### config.mk
export PLATFORM = sky130hd
export DESIGN_NAME = instr_fetch_unit
export DESIGN_NICKNAME = d
export VERILOG_FILES = /design/src/rtl/instr_fetch_unit.sv
export SDC_FILE = /design/constraint.sdc
export NUM_CORES = 1
export LEC_CHECK = 0
export ABC_AREA = 1
export CAP_MARGIN = 5
export CORE_ASPECT_RATIO = 1.1
export CORE_MARGIN = 3
export CORE_UTILIZATION = 37
export DETAILED_ROUTE_END_ITERATION = 16
export PLACE_DENSITY = 0.78
export SETUP_SLACK_MARGIN = 0.2
export SKIP_LAST_GASP = 1
export SYNTH_ARGS = -nofsm -noshare
export SYNTH_HDL_FRONTEND = slang
export SYNTH_SLANG_ARGS = --single-unit
### constraint.sdc
create_clock -name clk -period 1.8 [get_ports clk]
set_input_delay 0.18 -clock clk [delete_from_list [all_inputs] [get_ports clk]]
set_output_delay 0.18 -clock clk [all_outputs]
set_load 0.1 [all_outputs]
### src/rtl/instr_fetch_unit.sv
// rtl/instr_fetch_unit.sv - PC holder and instruction fetch stage feeding the control unit
// Optional bus-timeout error state enabled by defining IFU_BUS_TIMEOUT_EN.
module instr_fetch_unit #(
    parameter int                ADDR_W         = 32,
    parameter logic [ADDR_W-1:0] RESET_PC       = '0
`ifdef IFU_BUS_TIMEOUT_EN
    ,
    parameter int                TIMEOUT_CYCLES = 16
`endif
) (
    input  logic              clk,
    input  logic              rst,
    output logic              imem_req,
    output logic [ADDR_W-1:0] imem_addr,
    input  logic              imem_ack,
    input  logic [31:0]       imem_rdata,
    output logic              instr_valid,
    input  logic              instr_ready,
    input  logic              pc_ctrl,
    input  logic [ADDR_W-1:0] pc_target,
    output logic [31:0]       instr,
    output logic [3:0]        cond,
    output logic [1:0]        op,
    output logic [5:0]        funct,
    output logic [3:0]        rn,
    output logic [3:0]        rd,
    output logic [3:0]        rm,
    output logic [ADDR_W-1:0] pc,
    output logic [ADDR_W-1:0] pc_plus8,
    output logic              fetch_err
);

`ifdef IFU_BUS_TIMEOUT_EN
    typedef enum logic [1:0] {IDLE, FETCH, ISSUE, ERROR} state_t;
`else
    typedef enum logic [1:0] {IDLE, FETCH, ISSUE} state_t;
`endif

    state_t state, state_nxt;

    logic [ADDR_W-1:0] pc_seq;
    logic [ADDR_W-1:0] pc_redirect;

    assign pc_seq      = pc + ADDR_W'(4);
    assign pc_redirect = pc_target & ~ADDR_W'(3);
    assign pc_plus8    = pc + ADDR_W'(8);
    assign imem_addr   = pc;

    assign cond  = instr[31:28];
    assign op    = instr[27:26];
    assign funct = instr[25:20];
    assign rn    = instr[19:16];
    assign rd    = instr[15:12];
    assign rm    = instr[3:0];

`ifdef IFU_BUS_TIMEOUT_EN
    localparam int CNT_W = $clog2(TIMEOUT_CYCLES + 1);

    logic [CNT_W-1:0] wait_cnt;
    logic             wait_expired;

    // Fires on the last allowed FETCH cycle; an ack in that cycle still wins.
    assign wait_expired = (state == FETCH) && !imem_ack &&
                          (wait_cnt == CNT_W'(TIMEOUT_CYCLES - 1));

    always_ff @(posedge clk or posedge rst) begin
        if (rst) begin
            wait_cnt  <= '0;
            fetch_err <= 1'b0;
        end else begin
            if (state == FETCH && !imem_ack && !wait_expired) begin
                wait_cnt <= wait_cnt + CNT_W'(1);
            end else if (state != FETCH) begin
                wait_cnt <= '0;
            end
            if (wait_expired) begin
                fetch_err <= 1'b1;
            end
        end
    end
`else
    assign fetch_err = 1'b0;
`endif

    always_ff @(posedge clk or posedge rst) begin
        if (rst) begin
            state <= IDLE;
            pc    <= RESET_PC;
            instr <= '0;
        end else begin
            state <= state_nxt;
            if (state == FETCH && imem_ack) begin
                instr <= imem_rdata;
            end
            if (state == ISSUE && instr_ready) begin
                pc <= pc_ctrl ? pc_redirect : pc_seq;
            end
        end
    end

    always_comb begin
        state_nxt   = state;
        imem_req    = 1'b0;
        instr_valid = 1'b0;
        case (state)
            IDLE: begin
                state_nxt = FETCH;
            end
            FETCH: begin
                imem_req = 1'b1;
                if (imem_ack) begin
                    state_nxt = ISSUE;
`ifdef IFU_BUS_TIMEOUT_EN
                end else if (wait_expired) begin
                    state_nxt = ERROR;
`endif
                end
            end
            ISSUE: begin
                instr_valid = 1'b1;
                if (instr_ready) begin
                    state_nxt = FETCH;
                end
            end
`ifdef IFU_BUS_TIMEOUT_EN
            ERROR: begin
                state_nxt = ERROR;
            end
`endif
            default: begin
                state_nxt = IDLE;
            end
        endcase
    end

endmodule

# Yosys cells after proc, flatten, opt, wreduce, memory -nomap -nowiden
# Cells that the tools add are included.
[classes]
shifts = 0
order_cmp = 0
eq_ne = 4
n_reduce_logical = 4
muxes = 6
addsub = 2
n_mul = 0
n_div = 0
n_bitwise = 0
[op_table]
columns = ["cell", "n"]
rows = [
  ["adder 32 x 3 -> 32 bit (second input constant)", 1],
  ["adder 32 x 4 -> 32 bit (second input constant)", 1],
  ["2-to-1 mux 32 bit", 1],
  ["one-hot mux 2 bit (3 select lines)", 1],
  ["2-to-1 mux 2 bit", 2],
  ["!= test 2 bit (second input constant)", 2],
  ["equality test 2 x 1 -> 1 bit (second input constant)", 1],
  ["equality test 2 bit (second input constant)", 1],
  ["logical AND 1 bit", 2],
  ["zero test 2 bit", 1],
  ["2-to-1 mux 1 bit", 2],
  ["AND reduction 2 bit", 1],
]
[word_totals]
register_bits = 66
in_bits = 69
elab_cells = 19
memories = 0
out_inout_bits = 155
rom_bits = 0
ram_bits = 0
latch_bits = 0

# Longest topological paths before layout
[logic_depth]
ltp_word = 3
depth_mapped = 10
ltp_nobuf = 10

# Worst setup path before layout
# Ideal clock, no wire load.
[synth_path]
path_kind = "register -> output"
startpoint = "register pc[4], in the netlist imem_addr[4]"
endpoint = "output port pc_plus8[17]"
setup_slack_ps = -1792
t_required_ps = 1620
arrival_ps = 3412
stages_incl_launch_ff = 8
path_buffers = 0
cell_sequence = "dfrtp_1 -> ha_1 -> inv_1 -> nor2_4 -> inv_2 -> nor3_2 -> nand2_1 -> xor2_1"
[synth_between]
elab_chain_cells = 1
[synth_rtl]
columns = ["element", "line", "rtl"]
rows = [
  ["from (decl)", "28", "output logic [ADDR_W-1:0] pc,"],
  ["from (signal assigned)", "96", "pc <= pc_ctrl ? pc_redirect : pc_seq;"],
  ["adder 32 x 4 -> 32 bit", "46", "assign pc_plus8 = pc + ADDR_W'(8);"],
  ["to (decl)", "29", "output logic [ADDR_W-1:0] pc_plus8,"],
]
# No other way between the ends.

# Worst setup path after layout
[layout_path]
startpoint = "register pc[10], in the netlist imem_addr[10]"
endpoint = "output port pc_plus8[13]"
# Same word-level chain as after synthesis.

==> impl_metrics.yaml <==
global_routing:
  grt_max_degree: 65
  busiest_layer: "met2"
  grt_overflow: 0
  gr-usage-met3_pct: 7.431
  grt_pass1_wl_um: 26940
  met2_usage_pct: 44.35
  grt_pass1_vias: 5098
  use_met1_pct: 29.00
  antenna_found_initial: 0
  track_usage_pct: 25.31
sta:
  clock_skew_ps: 6.475
  period_minus_slack_ps: 2061
  layout_setup_ws_ps: -261.4
  fin_crit_sh_pct: 114.5
  fmax_mhz: 485.1
  grt_setup_unrepaired: "true"
  slew_viol_final: 0
  setup_viol: 31
  hold_ws_ps: 298.7
  final_hold_viol_count: 0
detailed_routing:
  ant_nets: 0
  viasPerCell: 4.914
  drt-wirelength-per-cell_um: 17.29
  routed-via-count: 4889
  first_pass_iters: 4
  wl_um: 17210
  drc: 0
  drt_iter0_drc: 350
synth:
  synth_cells: 593
  synth_edf_count: 0
  synth_area_um2: 4472
  avgSynthCellArea_um2: 7.541
  synth_ff_type: "dfrtp_1"
  synth_cell_types: 30
  synth_xor_area_share_pct: 5.288
  synth_compound_area_share_pct: 5.512
  synthMuxAreaShare_pct: 8.058
  synth-async-reset-ratio_pct: 100.0
  synthAdderAreaFrac_pct: 0.8394
  yosys.area_share.simple_pct: 28.09
  synth_top_family_by_area: "simple AND/OR/NAND/NOR gates"
  seq_area_frac_synth_pct: 35.81
  ys_seq_elements: 64
  synth_warnings: 0
setup_path:
  cp.arrival_ps: 1880
  worstPathRequired_ps: 1620
  regToRegSetupSlack_ps: -200
  worstReg2RegStart: "imem_addr[4]"
  end_kind: "output pin"
  worstReg2RegEnd: "imem_addr[11]"
  criticalPathCategory: "register to output pin"
  reg2reg_depth: 15
  start_kind: "register"
  crit_fanout: 3
floorplanning:
  rows: 41
  fp.coreArea_um2: 11640
  initial_core_util_pct: 38.40
  dieWidth_um: 110.8
  dieArea_um2: 13440
  die_h_um: 121.3
  io_pins: 224
clock_tree:
  clock_sinks: 64
  clock_latency_ps: 330
  cts_buffers: 9
  cts-root-buf: "clkbuf_16"
  h-tree-depth: 3
  cts_tree: "yes"
  clockBufferDepth: 2
  cts_hold_buffers: 0
  clkTransAtPathRegs_ps: 50
finish:
  antenna_cells_inserted: 0
  final_cells: 995
  ff_latch_area_um2: 1637
  nFillCells: 691
  area_growth_pct: 102.6
  nets: 913
  finish.utilization_pct: 77.79
  drive_above_1_share_pct: 54.44
  multi_input_area_um2: 3201
placement:
  placed_cells: 935
  hpwl_um: 12490
  port_buffers: 214
  dp_slack_ps: -2.278
  place.gp.congestion: 0.9015
job:
  cap_violations: 0
run_status:
  status: "complete, but fails checks"
  violations: "negative setup slack"
worst_hold_path:
  min_path_type: "input pin to asynchronous set/reset pin"
[registers in the layout, indices dropped and copies added, names as in the netlist]
register and cells:
state 2, imem_addr 30, instr 32
[final cells by class]
| class | instances | share of cell area [%] |
|---|---|---|
| Tap cell | 150 | 2.072 |
| Multi-Input combinational cell | 404 | 35.33 |
| Inverter | 54 | 2.362 |
| Clock inverter | 4 | 0.2486 |
| Clock buffer | 11 | 2.569 |
| Timing Repair Buffer | 308 | 39.35 |
| Sequential cell | 64 | 18.07 |
[Yosys cell counts (2+ instances only)]
cell	number	area, um^2
a21oi_1	18	90.09
dfrtp_1	64	1602
nor2_2	6	37.54
nand2_1	149	559.3
inv_1	47	176.4
o31ai_1	2	15.01
ha_1	3	37.54
o21ai_0	11	55.05
nor2_1	73	274.0
buf_2	4	20.02
nand3_1	36	180.2
buf_4	62	465.5
nand2_2	7	43.79
inv_2	7	26.28
o21ai_1	13	65.06
xor2_1	26	227.7
nor3_1	3	15.01
mux2_2	32	360.4
clkbuf_1	11	41.29
nor2_4	9	101.4
[timing repair]
item | CTS | global route
pin swaps | 33 | 30
setup endpoints to repair | 45 | 56
gates cloned | 0 | 0
buffers inserted | 33 | 12
resized for setup | 69 | 40
[worst max-delay path by stage]
| stage | start | depth (start not counted) | to | slack (ps) |
|---|---|---|---|---|
| after floorplan | imem_addr[4] | 7 | pc_plus8[17] | -660 |
| after global placement | imem_addr[3] | 8 | pc_plus8[13] | 40 |
| after detailed placement | imem_addr[4] | 11 | imem_addr[17] | -2 |
| after CTS | imem_addr[4] | 8 | pc_plus8[13] | -300 |
| after global routing | imem_addr[10] | 7 | pc_plus8[13] | -350 |
| final | imem_addr[10] | 7 | pc_plus8[13] | -260 |
[critical path: stages (launching register included)]
cell,delay [ps]
dfrtp_2,410
nand2_2,120
nor2_4,140
inv_2,70
nor3_4,290
buf_6,160
xor2_4,160
buf_12,190
[per-stage QoR]
stage	cell area (um^2)	setup TNS (ps)
3_5_place_dp	8011	-2.278
2_1_floorplan	5249	-13940
6_report	9059	-5578
4_1_cts	8815	-5044
5_1_grt	9059	-8566
3_3_place_gp	8011	0
[layer usage]
| layer | up-vias | part of all wire (%) | wire length [um] |
|---|---|---|---|
| li1 | 2291 | - | - |
| met1 | 2314 | 36 | 6179 |
| met2 | 249 | 51 | 8846 |
| met3 | 35 | 9.1 | 1572 |
| met4 | 0 | 3.5 | 608 |
| met5 | - | 0 | 0 |
[logic make-up (layout without fill, tap and decap cells)]
logic type      Yosys count  count (layout)
compound gates           47              47
xor+xnor                 27              27
fa+ha+maj                 3               3
buf+inv                 131             377
flops                    64              64
mux                      32              32
other cells               1               7
simple gates            288             288
[layout by cell type, fill, tap and decap left out, types with 28 or more instances in the layout]
master,Yosys,layout
nand3_1,36,28
nand2_1,149,119
mux2_2,32,32
clkdlybuf4s50_1,0,66
buf_12,0,80
dfrtp_1,64,36
nor2_4,9,31
nor2_1,73,48
dfrtp_2,0,28
buf_4,62,139
inv_1,47,38
Power is left out: the tool's default activity adds up to more than one toggle a clock period on the data nets, which glitch-free logic cannot reach.
